[config.mk]
export PLATFORM = sky130hd
export DESIGN_NAME = axi_wr_out
export DESIGN_NICKNAME = d
export VERILOG_FILES = /design/src/rtl/axi_wr_out.sv
export SDC_FILE = /design/constraint.sdc
export NUM_CORES = 1
export LEC_CHECK = 0
export ABC_CLOCK_PERIOD_IN_PS = 4110
export CELL_PAD_IN_SITES_DETAIL_PLACEMENT = 0
export CELL_PAD_IN_SITES_GLOBAL_PLACEMENT = 2
export CORE_AREA = 4 4 479 481
export CTS_CLUSTER_SIZE = 24
export DETAILED_ROUTE_END_ITERATION = 8
export DIE_AREA = 0 0 483 485
export PLACE_DENSITY = 0.36
export RECOVER_POWER = 25
export SYNTH_ARGS = -nofsm -noshare
export SYNTH_HDL_FRONTEND = slang
export SYNTH_SLANG_ARGS = --single-unit
[constraint.sdc]
create_clock -name clk -period 4.11 [get_ports clk]
set_input_delay 0.822 -clock clk [delete_from_list [all_inputs] [get_ports clk]]
set_output_delay 0.822 -clock clk [all_outputs]
set_load 0.01 [all_outputs]
[src/rtl/axi_wr_out.sv]
// axi_wr_out: streams a frame of beats to memory as AXI4 INCR write bursts, one burst outstanding.
// Ports: clk/rst_n (async active-low); i_start/i_base_addr start a frame at a byte address;
// i_im_data/i_im_vld/i_im_out_last are the upstream stream, o_im_out_txfer acknowledges a beat;
// m_axi_aw*/w*/b* form the AXI4 write master; o_done pulses at frame end; o_err is a sticky error.
module axi_wr_out #(
  parameter int BAND_WIDTH  = 512,
  parameter int ADDR_WIDTH  = 64,
  parameter int BURST_LEN   = 16,
  parameter int TOTAL_BEATS = 40000
) (
  input  logic                    clk,
  input  logic                    rst_n,
  input  logic                    i_start,
  input  logic [ADDR_WIDTH-1:0]   i_base_addr,
  input  logic [BAND_WIDTH-1:0]   i_im_data,
  input  logic                    i_im_vld,
  output logic                    o_im_out_txfer,
  input  logic                    i_im_out_last,
  output logic [ADDR_WIDTH-1:0]   m_axi_awaddr,
  output logic [7:0]              m_axi_awlen,
  output logic [2:0]              m_axi_awsize,
  output logic [1:0]              m_axi_awburst,
  output logic                    m_axi_awvalid,
  input  logic                    m_axi_awready,
  output logic [BAND_WIDTH-1:0]   m_axi_wdata,
  output logic [BAND_WIDTH/8-1:0] m_axi_wstrb,
  output logic                    m_axi_wlast,
  output logic                    m_axi_wvalid,
  input  logic                    m_axi_wready,
  input  logic [1:0]              m_axi_bresp,
  input  logic                    m_axi_bvalid,
  output logic                    m_axi_bready,
  output logic                    o_done,
  output logic                    o_err
);
  localparam int NBURST = TOTAL_BEATS / BURST_LEN;
  localparam int BCW = BURST_LEN > 1 ? $clog2(BURST_LEN) : 1;
  localparam int NCW = $clog2(NBURST + 1);
  localparam logic [ADDR_WIDTH-1:0] STEP = ADDR_WIDTH'(BURST_LEN * BAND_WIDTH / 8);
  localparam logic [BCW-1:0] LAST_BEAT = BCW'(BURST_LEN - 1);
  localparam logic [NCW-1:0] LAST_BURST = NCW'(NBURST - 1);
  typedef enum logic [2:0] {IDLE, ADDR, DATA, RESP, DONE} state_t;
  state_t state, state_nx;
  logic [ADDR_WIDTH-1:0] addr;
  logic [BCW-1:0] beat;
  logic [NCW-1:0] bursts;
  logic err;
  logic final_beat;
  assign m_axi_awaddr   = addr;
  assign m_axi_awlen    = 8'(BURST_LEN - 1);
  assign m_axi_awsize   = 3'($clog2(BAND_WIDTH / 8));
  assign m_axi_awburst  = 2'b01;
  assign m_axi_awvalid  = state == ADDR;
  assign m_axi_wdata    = i_im_data;
  assign m_axi_wstrb    = '1;
  assign m_axi_wvalid   = state == DATA && i_im_vld;
  assign m_axi_wlast    = state == DATA && beat == LAST_BEAT;
  assign o_im_out_txfer = m_axi_wvalid && m_axi_wready;
  assign m_axi_bready   = state == RESP;
  assign o_done         = state == DONE;
  assign o_err          = err;
  // last beat of the last burst is the frame's final beat; upstream's last marker must coincide with it
  assign final_beat = bursts == LAST_BURST && m_axi_wlast;
  always_comb begin
    state_nx = state;
    case (state)
      IDLE: state_nx = i_start ? ADDR : IDLE;
      ADDR: state_nx = m_axi_awready ? DATA : ADDR;
      DATA: state_nx = o_im_out_txfer && m_axi_wlast ? RESP : DATA;
      RESP: state_nx = !m_axi_bvalid ? RESP : bursts == LAST_BURST ? DONE : ADDR;
      DONE: state_nx = IDLE;
      default: state_nx = IDLE;
    endcase
  end
  always_ff @(posedge clk or negedge rst_n) begin
    if (!rst_n) begin
      state  <= IDLE;
      addr   <= '0;
      beat   <= '0;
      bursts <= '0;
      err    <= 1'b0;
    end else begin
      state <= state_nx;
      if (state == IDLE && i_start) begin
        addr   <= i_base_addr;
        beat   <= '0;
        bursts <= '0;
        err    <= 1'b0;
      end
      if (o_im_out_txfer) beat <= m_axi_wlast ? '0 : beat + 1'b1;
      if (m_axi_bready && m_axi_bvalid) begin
        addr   <= addr + STEP;
        bursts <= bursts + 1'b1;
        if (m_axi_bresp != 2'b00) err <= 1'b1;
      end
      if (o_im_out_txfer && i_im_out_last != final_beat) err <= 1'b1;
    end
  end
endmodule

# Word level (Yosys, flattened, before mapping)
# Cells that the tools add are included.
# Widths: inputs -> output; s select.
# classes
n_mul	0
div_mod_pow	0
eq_ne	7
n_lt_le_gt_ge	0
n_shift	0
n_mux	17
add_sub_neg	3
bitwise_logic	0
n_reduce_logical	12
# ops
operator	n
$mux 64	2
$add 64x11->64 const B	1
$mux 12	2
$add 12x1->12 const B	1
$eq 12x12->1 const B	1
$mux 4	3
$pmux 3 s4	1
$logic_and 1x1->1	8
$eq 3x2->1 const B	2
$mux 1	6
$mux 3	2
$reduce_bool 2->1	3
$add 4x1->4 const B	1
$eq 4x4->1 const B	1
$eq 3x1->1 const B	1
$eq 3x3->1 const B	1
$logic_not 3->1	1
$mux 2	1
$ne 1x1->1	1
# word_totals
mem_count	0
rom_bits	0
latchBits	0
out_inout_bits	660
inputBits	586
register_bits	84
mem_bits_rw	0

# Depth between registers and ports, before layout
# Gate-level depths: netlist of the first run.
# logic_depth
word_depth	6
ltp_mapped	8
mapped_depth_nobuf	6

# Least setup slack after synthesis of the first run
# OpenSTA, ideal clock, no wires.
# synth_timing
path_kind	in2out
startpoint	input port i_im_vld
endpoint	output port o_im_out_txfer
stages	3
slack_ns	1.527
arrival_time_ns	1.761
required_time_ns	3.288
n_path_buf	0
cell_sequence	nor4bb_1 nand2_1 inv_1
# synth_via
elab_chain_cells	2
# synth_lines
element	line	source
start: declaration	16	input logic i_im_vld,
$logic_and 1x1->1	56	assign m_axi_wvalid = state == DATA && i_im_vld;
$logic_and 1x1->1	58	assign o_im_out_txfer = m_axi_wvalid && m_axi_wready;
end: declaration	17	output logic o_im_out_txfer,
# Every way passes these cells.

# Worst setup path after layout of the first run
# Same ends and word-level chain as after synthesis.

==> impl_metrics.toml, run 1 <==
[outcome]
status = "finished, violations left"
violations = "max-capacitance violations, max-slew violations"

[floorplanning]
num_rows = 174
fp.dieH_um = 485
die_w_um = 483
fp.dieArea_mm2 = 0.2343
ios = 1246
start_util_pct = 4.133
core_mm2 = 0.2247

[global_route]
grt_use_met2_pct = 13.84
grt_max_degree = 60
grt_antenna_before_repair = 15
top_usage_layer = "met2"
grt.met1_usage_pct = 3.777
grt-ovfl-total = 0
use_met3_pct = 12.13
grt_pass1_wl_um = 118000
grt_pass1_vias = 6520
grtUsageTotal_pct = 8.390

[power_and_ir_drop]
power.leakage_nw = 3.148
ir_worst_vdd_v = 0.0002445
p_per_area_mw_per_mm2 = 475.6

[job]
cap_violations = 3

[setup_path]
rr_startpoint = "m_axi_awaddr[10]"
start_kind = "primary input"
worstSetupEndpointType = "output pin"
critical_path_class = "primary input to output pin"
cp_max_fo = 6
cp_data_arrival_time_ns = 2.68
worst_ep_required_time_ns = 3.29
cp-startpoint = "i_im_vld"

[place]
dp_hpwl_um = 91630
numPortBuffers = 144
place_inst = 3759
placed_cell_area_mm2 = 0.01042
gp_congestion = 0.6483

[sta]
finalSetupViolCount = 0
slew_headroom_pct = -11.77
fin_crit_ns = 3.506
worstMarginPinSlew_ns = 1.677
setup_tns_ns = 0
hold_violations = 0
max_freq_mhz = 285.2
rsz0062_at_grt = "no"
slew_violations = 92
finClkSkew_ns = 0.02782
fin_crit_sh_pct = 85.30

[clock_network]
cts_buffers = 9
clk_pin_slew_ns = 0.08
hold_buffers = 0
cts_resized = 0
clockRootBuffer = "clkbuf_16"
htree_num_levels = 3
clockBufferDepth = 2
cts_tree = "built"
cts.sinks = 84
clk_latency_ns = 0.43
postCtsSetupBuffers = 0

[synth]
syn_area_mm2 = 0.009286
synth_cell_types = 61
synth_seq_cells = 84
yosys_warnings = 0
synth_ff_type = "dfrtp_1"
postSynthCellCount = 1143
async_reset_ff_share_pct = 100.0
synth_edf_count = 0
ys_seq_area_share_pct = 22.64
synth_area_per_cell_um2 = 8.125

[cells_and_area]
fin_area_mm2 = 0.01074
fin_cells = 3780
drive_gt1_share_pct = 6.769
syn2layout_area_growth_pct = 15.66
utilization_pct = 4.780
fin_nets = 1367

[route]
drt_wl_total_um = 102600
wire_per_inst_um = 27.15
final_antenna_net_count = 0
via_count = 6260
drtIter0Drc = 318
viasPerCell = 1.656
drt_pass1_iterations = 4
drt_drc_violations_left = 0

[hold_path]
holdCritStartpoint = "bursts[11]"
min_path_type = "flop to flop"
path summary, 6_finish.rpt:
kind,endpoint,slack (ns),depth (start not counted)
max,o_im_out_txfer,0.60,5
min,bursts[11],0.47,1
max reg2reg,m_axi_awaddr[56],1.33,7
min reg2reg,bursts[11],0.47,1
max in group asynchronous,m_axi_awaddr[54],1.00,2
min in group asynchronous,m_axi_awaddr[9],0.81,1
metrics by stage:
step           hold WS [ns]  setup slack, ns  power, mW
6_report             0.4668           0.6041      5.108
2_1_floorplan        0.4369            1.527      3.056
5_1_grt              0.4993           0.4137      5.520
4_1_cts              0.4695           0.5657      5.392
3_3_place_gp         0.4587           0.5660      4.271
3_5_place_dp         0.4579           0.5612      4.249
routing by layer:
| metal | vias to the layer above | wire length (µm) | part of all wire (%) |
|---|---|---|---|
| li1 | 2482 | - | - |
| met1 | 2725 | 16570 | 16 |
| met2 | 758 | 48090 | 47 |
| met3 | 291 | 31650 | 31 |
| met4 | 4 | 6280 | 6.1 |
| met5 | - | 27 | 0.026 |
final cells by class:
type,instances,area [µm²]
diodes,5,12.51
clock buffers,10,239.0
clock inverters,6,76.32
fillers,26655,213900
inverters,10,37.54
multi-input cells,502,2873
flip-flops and latches,84,2102
well taps,2992,3744
repair buffers,171,1657
cell families (layout without fill, tap and decap cells):
logic type	count (synthesis)	count (layout)	synth area share, %
compound gates	121	121	9.378
xor+xnor	3	3	0.2830
fa+ha+maj	3	3	0.4042
buf+inv	632	197	49.65
flops	84	84	22.64
mux	12	12	1.294
other cells	2	82	0.08087
simple gates	286	286	16.28
power breakdown:
| group | total [mW] | leakage, nW | switching (mW) | internal (mW) |
|---|---|---|---|---|
| Combinational | 2.38 | 1.92 | 1.36 | 1.02 |
| Clock | 1.04 | 0.156 | 0.540 | 0.503 |
| Sequential | 1.69 | 1.07 | 0.535 | 1.15 |
placed cells by master, fill, tap and decap left out, drive strengths merged, types with 3 or more instances in the layout:
cell type / netlist / final
nand2: 108 / 108
buf: 601 / 25
inv: 10 / 14
and3: 11 / 11
conb: 2 / 77
ha: 3 / 3
o21ai: 26 / 26
nand4b: 3 / 3
and2: 8 / 8
or3: 5 / 5
mux2i: 12 / 12
diode: 0 / 5
clkbuf: 21 / 13
a21o: 3 / 3
a22oi: 13 / 13
a22o: 3 / 3
a21oi: 10 / 10
clkdlybuf4s50: 0 / 142
dfrtp: 84 / 84
a221o: 8 / 8
nor2: 28 / 28
nor4: 14 / 14
nand3: 46 / 46
or4: 10 / 10
nand4: 27 / 27
a32oi: 3 / 3
xor2: 3 / 3
o311ai: 11 / 11
and4: 4 / 4
a31oi: 7 / 7
a222oi: 3 / 3
nor3: 7 / 7
o211ai: 22 / 22
nor4b: 4 / 4
state kept, by name, summed over array words and instances (netlist names):
name          flops
m_axi_awaddr     64
o_err             1
bursts           12
beat              4
state             3
synth_stat cells, types with 3 or more instances:
cell type	n	area (µm²)
or3_1	5	31.28
o311ai_1	6	52.55
a21o_1	3	22.52
nor4b_1	3	26.28
buf_1	4	15.01
a22oi_1	13	97.59
a21oi_1	10	50.05
a32oi_1	3	26.28
a221o_1	8	80.08
a31oi_1	7	43.79
o311ai_0	5	43.79
dfrtp_1	84	2102
and3_1	11	68.82
a22o_1	3	26.28
o211ai_1	22	165.2
clkbuf_1	21	78.83
o21ai_0	26	130.1
nand2_1	108	405.4
nand3_1	45	225.2
nor3_1	5	25.02
nand4b_1	3	26.28
and4_1	4	35.03
or4_1	10	75.07
nand4_1	25	156.4
inv_1	10	37.54
ha_1	3	37.54
xor2_1	3	26.28
buf_4	591	4437
mux2i_1	12	120.1
and2_1	8	50.05
nor4_1	12	75.07
buf_2	4	20.02
a222oi_1	3	30.03
nor2_1	28	105.1
worst max-delay path, cell delays in order:
cell and delay (ns):
clkdlybuf4s50_1 0.44, nor4bb_1 0.34, nand2_1 0.26, inv_1 0.24
clkdlybuf4s50_1 0.58
Note: power is estimated with default switching activity, not from simulation.
==> inputs of run 2 (changes only) <==
--- a/config.mk
+++ b/config.mk
@@ -8,10 +8,10 @@
 export ABC_CLOCK_PERIOD_IN_PS = 4110
 export CELL_PAD_IN_SITES_DETAIL_PLACEMENT = 0
 export CELL_PAD_IN_SITES_GLOBAL_PLACEMENT = 2
-export CORE_AREA = 4 4 479 481
+export CORE_AREA = 3 3 478 480
 export CTS_CLUSTER_SIZE = 24
 export DETAILED_ROUTE_END_ITERATION = 8
-export DIE_AREA = 0 0 483 485
+export DIE_AREA = 0 0 481 483
 export PLACE_DENSITY = 0.36
 export RECOVER_POWER = 25
 export SYNTH_ARGS = -nofsm -noshare
==> run 2 against run 1 <==
  * The run still ends with max-capacitance violations, max-slew violations left
  * Wire length is 4.4% lower
  * First-iteration DRC count increased by 9.7%
  * Maximum frequency shrank 1.1%
  * Largest cell class unchanged
==> impl_metrics.toml, run 2 (synthesis gave the netlist of run 1 again) <==
[setup_path]
worstSetupEndpointType = "output pin"
critical_path_class = "primary input to output pin"
rr_worst_depth = 5
cp_data_arrival_time_ns = 2.72
cp_max_fo = 6
rr_startpoint = "m_axi_awaddr[29]"
r2r_slack_ns = 1.32
worst_ep_required_time_ns = 3.29
reg2reg_to = "m_axi_awaddr[56]"
start_kind = "primary input"

[floorplanning]
fp.dieArea_mm2 = 0.2323
start_util_pct = 4.133
die_w_um = 481
core_mm2 = 0.2247
ios = 1246
num_rows = 174
fp.dieH_um = 483

[sta]
setup_tns_ns = 0
hold_violations = 0
slew_headroom_pct = -5.749
fin_crit_sh_pct = 86.27
slew_violations = 44
max_freq_mhz = 282.0
rsz0062_at_grt = "no"
finalSetupViolCount = 0
fin_crit_ns = 3.546
finClkSkew_ns = 0.02613
worstMarginPinSlew_ns = 1.586

[cells_and_area]
syn2layout_area_growth_pct = 15.28
seq_area_mm2 = 0.002102
utilization_pct = 4.765
multi_input_area_mm2 = 0.002879
final_cell_mix = "clkdlybuf4s50_1 (142), nand2_1 (108), dfrtp_1 (84)"
num-fill-cells = 26658
layout_commonest_cell = "clkdlybuf4s50_1"
largest_reg_flops = 64
drive_gt1_share_pct = 6.435
fin_nets = 1361

[power_and_ir_drop]
p_int_mw = 2.590
p_per_area_mw_per_mm2 = 463.4
p_seq_share_pct = 34.3
p_comb_share_pct = 45.8
power.leakage_nw = 3.125
ir_worst_vdd_v = 0.0001833
p_clk_share_pct = 19.9
power.switching_mw = 2.370
p_sw_share_pct = 47.78

[place]
numPortBuffers = 144
gp_congestion = 0.6370
dp_hpwl_um = 87040

[hold_path]
worstHoldEndpoint = "bursts[8]"
min_path_type = "flop to flop"
hold_depth = 1
holdCritStartpoint = "bursts[8]"

[route]
viasPerCell = 1.655
drtIter0Drc = 349
final_antenna_net_count = 0
drt_drc_violations_left = 0
drt_wl_total_um = 98120
wire_per_inst_um = 26.00
drt_pass1_iterations = 5
via_count = 6245

[clock_network]
clockBufferDepth = 2
postCtsSetupBuffers = 0
htree_num_levels = 3
clk_latency_ns = 0.44
cts_resized = 0
cts.sinks = 84
clockRootBuffer = "clkbuf_16"
cts_tree = "built"
cts_buffers = 9
clk_pin_slew_ns = 0.08
hold_buffers = 0

[outcome]
status = "finished, violations left"
violations = "max-capacitance violations, max-slew violations"

[global_route]
grtUsageTotal_pct = 8.143
grt-ovfl-total = 0
grt_max_degree = 63
grt_pass1_vias = 6550
grt_pass1_wl_um = 113400
grt_antenna_before_repair = 17

[job]
cap_violations = 1
run 2: changes by cell type in the layout (fill, tap and decap cells not counted):
| cell | delta |
|---|---|
| buf_4 | -6 |
| bufinv_16 | -1 |
| clkbuf_2 | +1 |
| clkbuf_8 | -1 |
| clkinv_8 | +1 |
| buf_12 | +1 |
| clkbuf_1 | -2 |
| inv_8 | +2 |
| inv_6 | -2 |
| nor4b_2 | +1 |
| nor4b_1 | -1 |
| clkinv_4 | +1 |
run 2: how the worst max path moves through the flow:
stage	startpoint	to	slack, ns	depth (start not counted)
2_1_floorplan	i_im_vld	o_im_out_txfer	1.53	3
3_3_place_gp	i_im_vld	o_im_out_txfer	0.49	5
3_5_place_dp	i_im_vld	o_im_out_txfer	0.52	5
4_1_cts	i_im_vld	o_im_out_txfer	0.51	5
5_1_grt	i_im_vld	o_im_out_txfer	0.42	5
6_report	i_im_vld	o_im_out_txfer	0.56	5
run 2: area by class of cell:
| type | instances | share of cell area (%) |
|---|---|---|
| tap | 2992 | 34.97 |
| multi-input combinational | 502 | 26.89 |
| sequential | 84 | 19.64 |
| timing repair buffer | 165 | 15.22 |
| clock buffer | 9 | 2.104 |
| clock inverter | 7 | 0.7129 |
| inverter | 10 | 0.3506 |
| antenna | 5 | 0.1169 |
run 2: worst max-delay path, cell delays in order:
cell and delay [ns]:
clkdlybuf4s50_1 0.47, nor4bb_1 0.35, nand2_1 0.23, inv_1 0.26, clkdlybuf4s50_1 0.59
run 2: routing by layer:
metal / up-vias / share of wire (%) / GRT usage (%)
met5: - / 0.17 / 0.5178
met4: 6 / 7.9 / 5.803
met3: 325 / 29 / 10.78
met2: 710 / 46 / 13.23
met1: 2731 / 17 / 3.932
li1: 2473 / - / -
run 2: through the flow:
| step | hold slack (ns) | std cells | power [mW] | setup WS [ns] | instance area, µm² |
|---|---|---|---|---|---|
| finish | 0.4749 | 3774 | 4.960 | 0.5643 | 10710 |
| global route | 0.5066 | 3770 | 5.436 | 0.4158 | 10700 |
| CTS | 0.4705 | 3769 | 5.271 | 0.5062 | 10710 |
| detailed placement | 0.4590 | 3753 | 4.156 | 0.5151 | 10410 |
| global placement | 0.4603 | 3753 | 4.176 | 0.4909 | 10410 |
| floorplan | 0.4369 | 1218 | 3.056 | 1.527 | 9568 |
run 2: power by group through the flow:
stage	combinational [mW]	sequential (mW)	clock, mW
finish	2.27	1.70	0.986
CTS	2.44	1.72	1.11
global route	2.53	1.79	1.12
floorplan	1.41	1.64	0
global placement	2.44	1.74	0
detailed placement	2.42	1.73	0
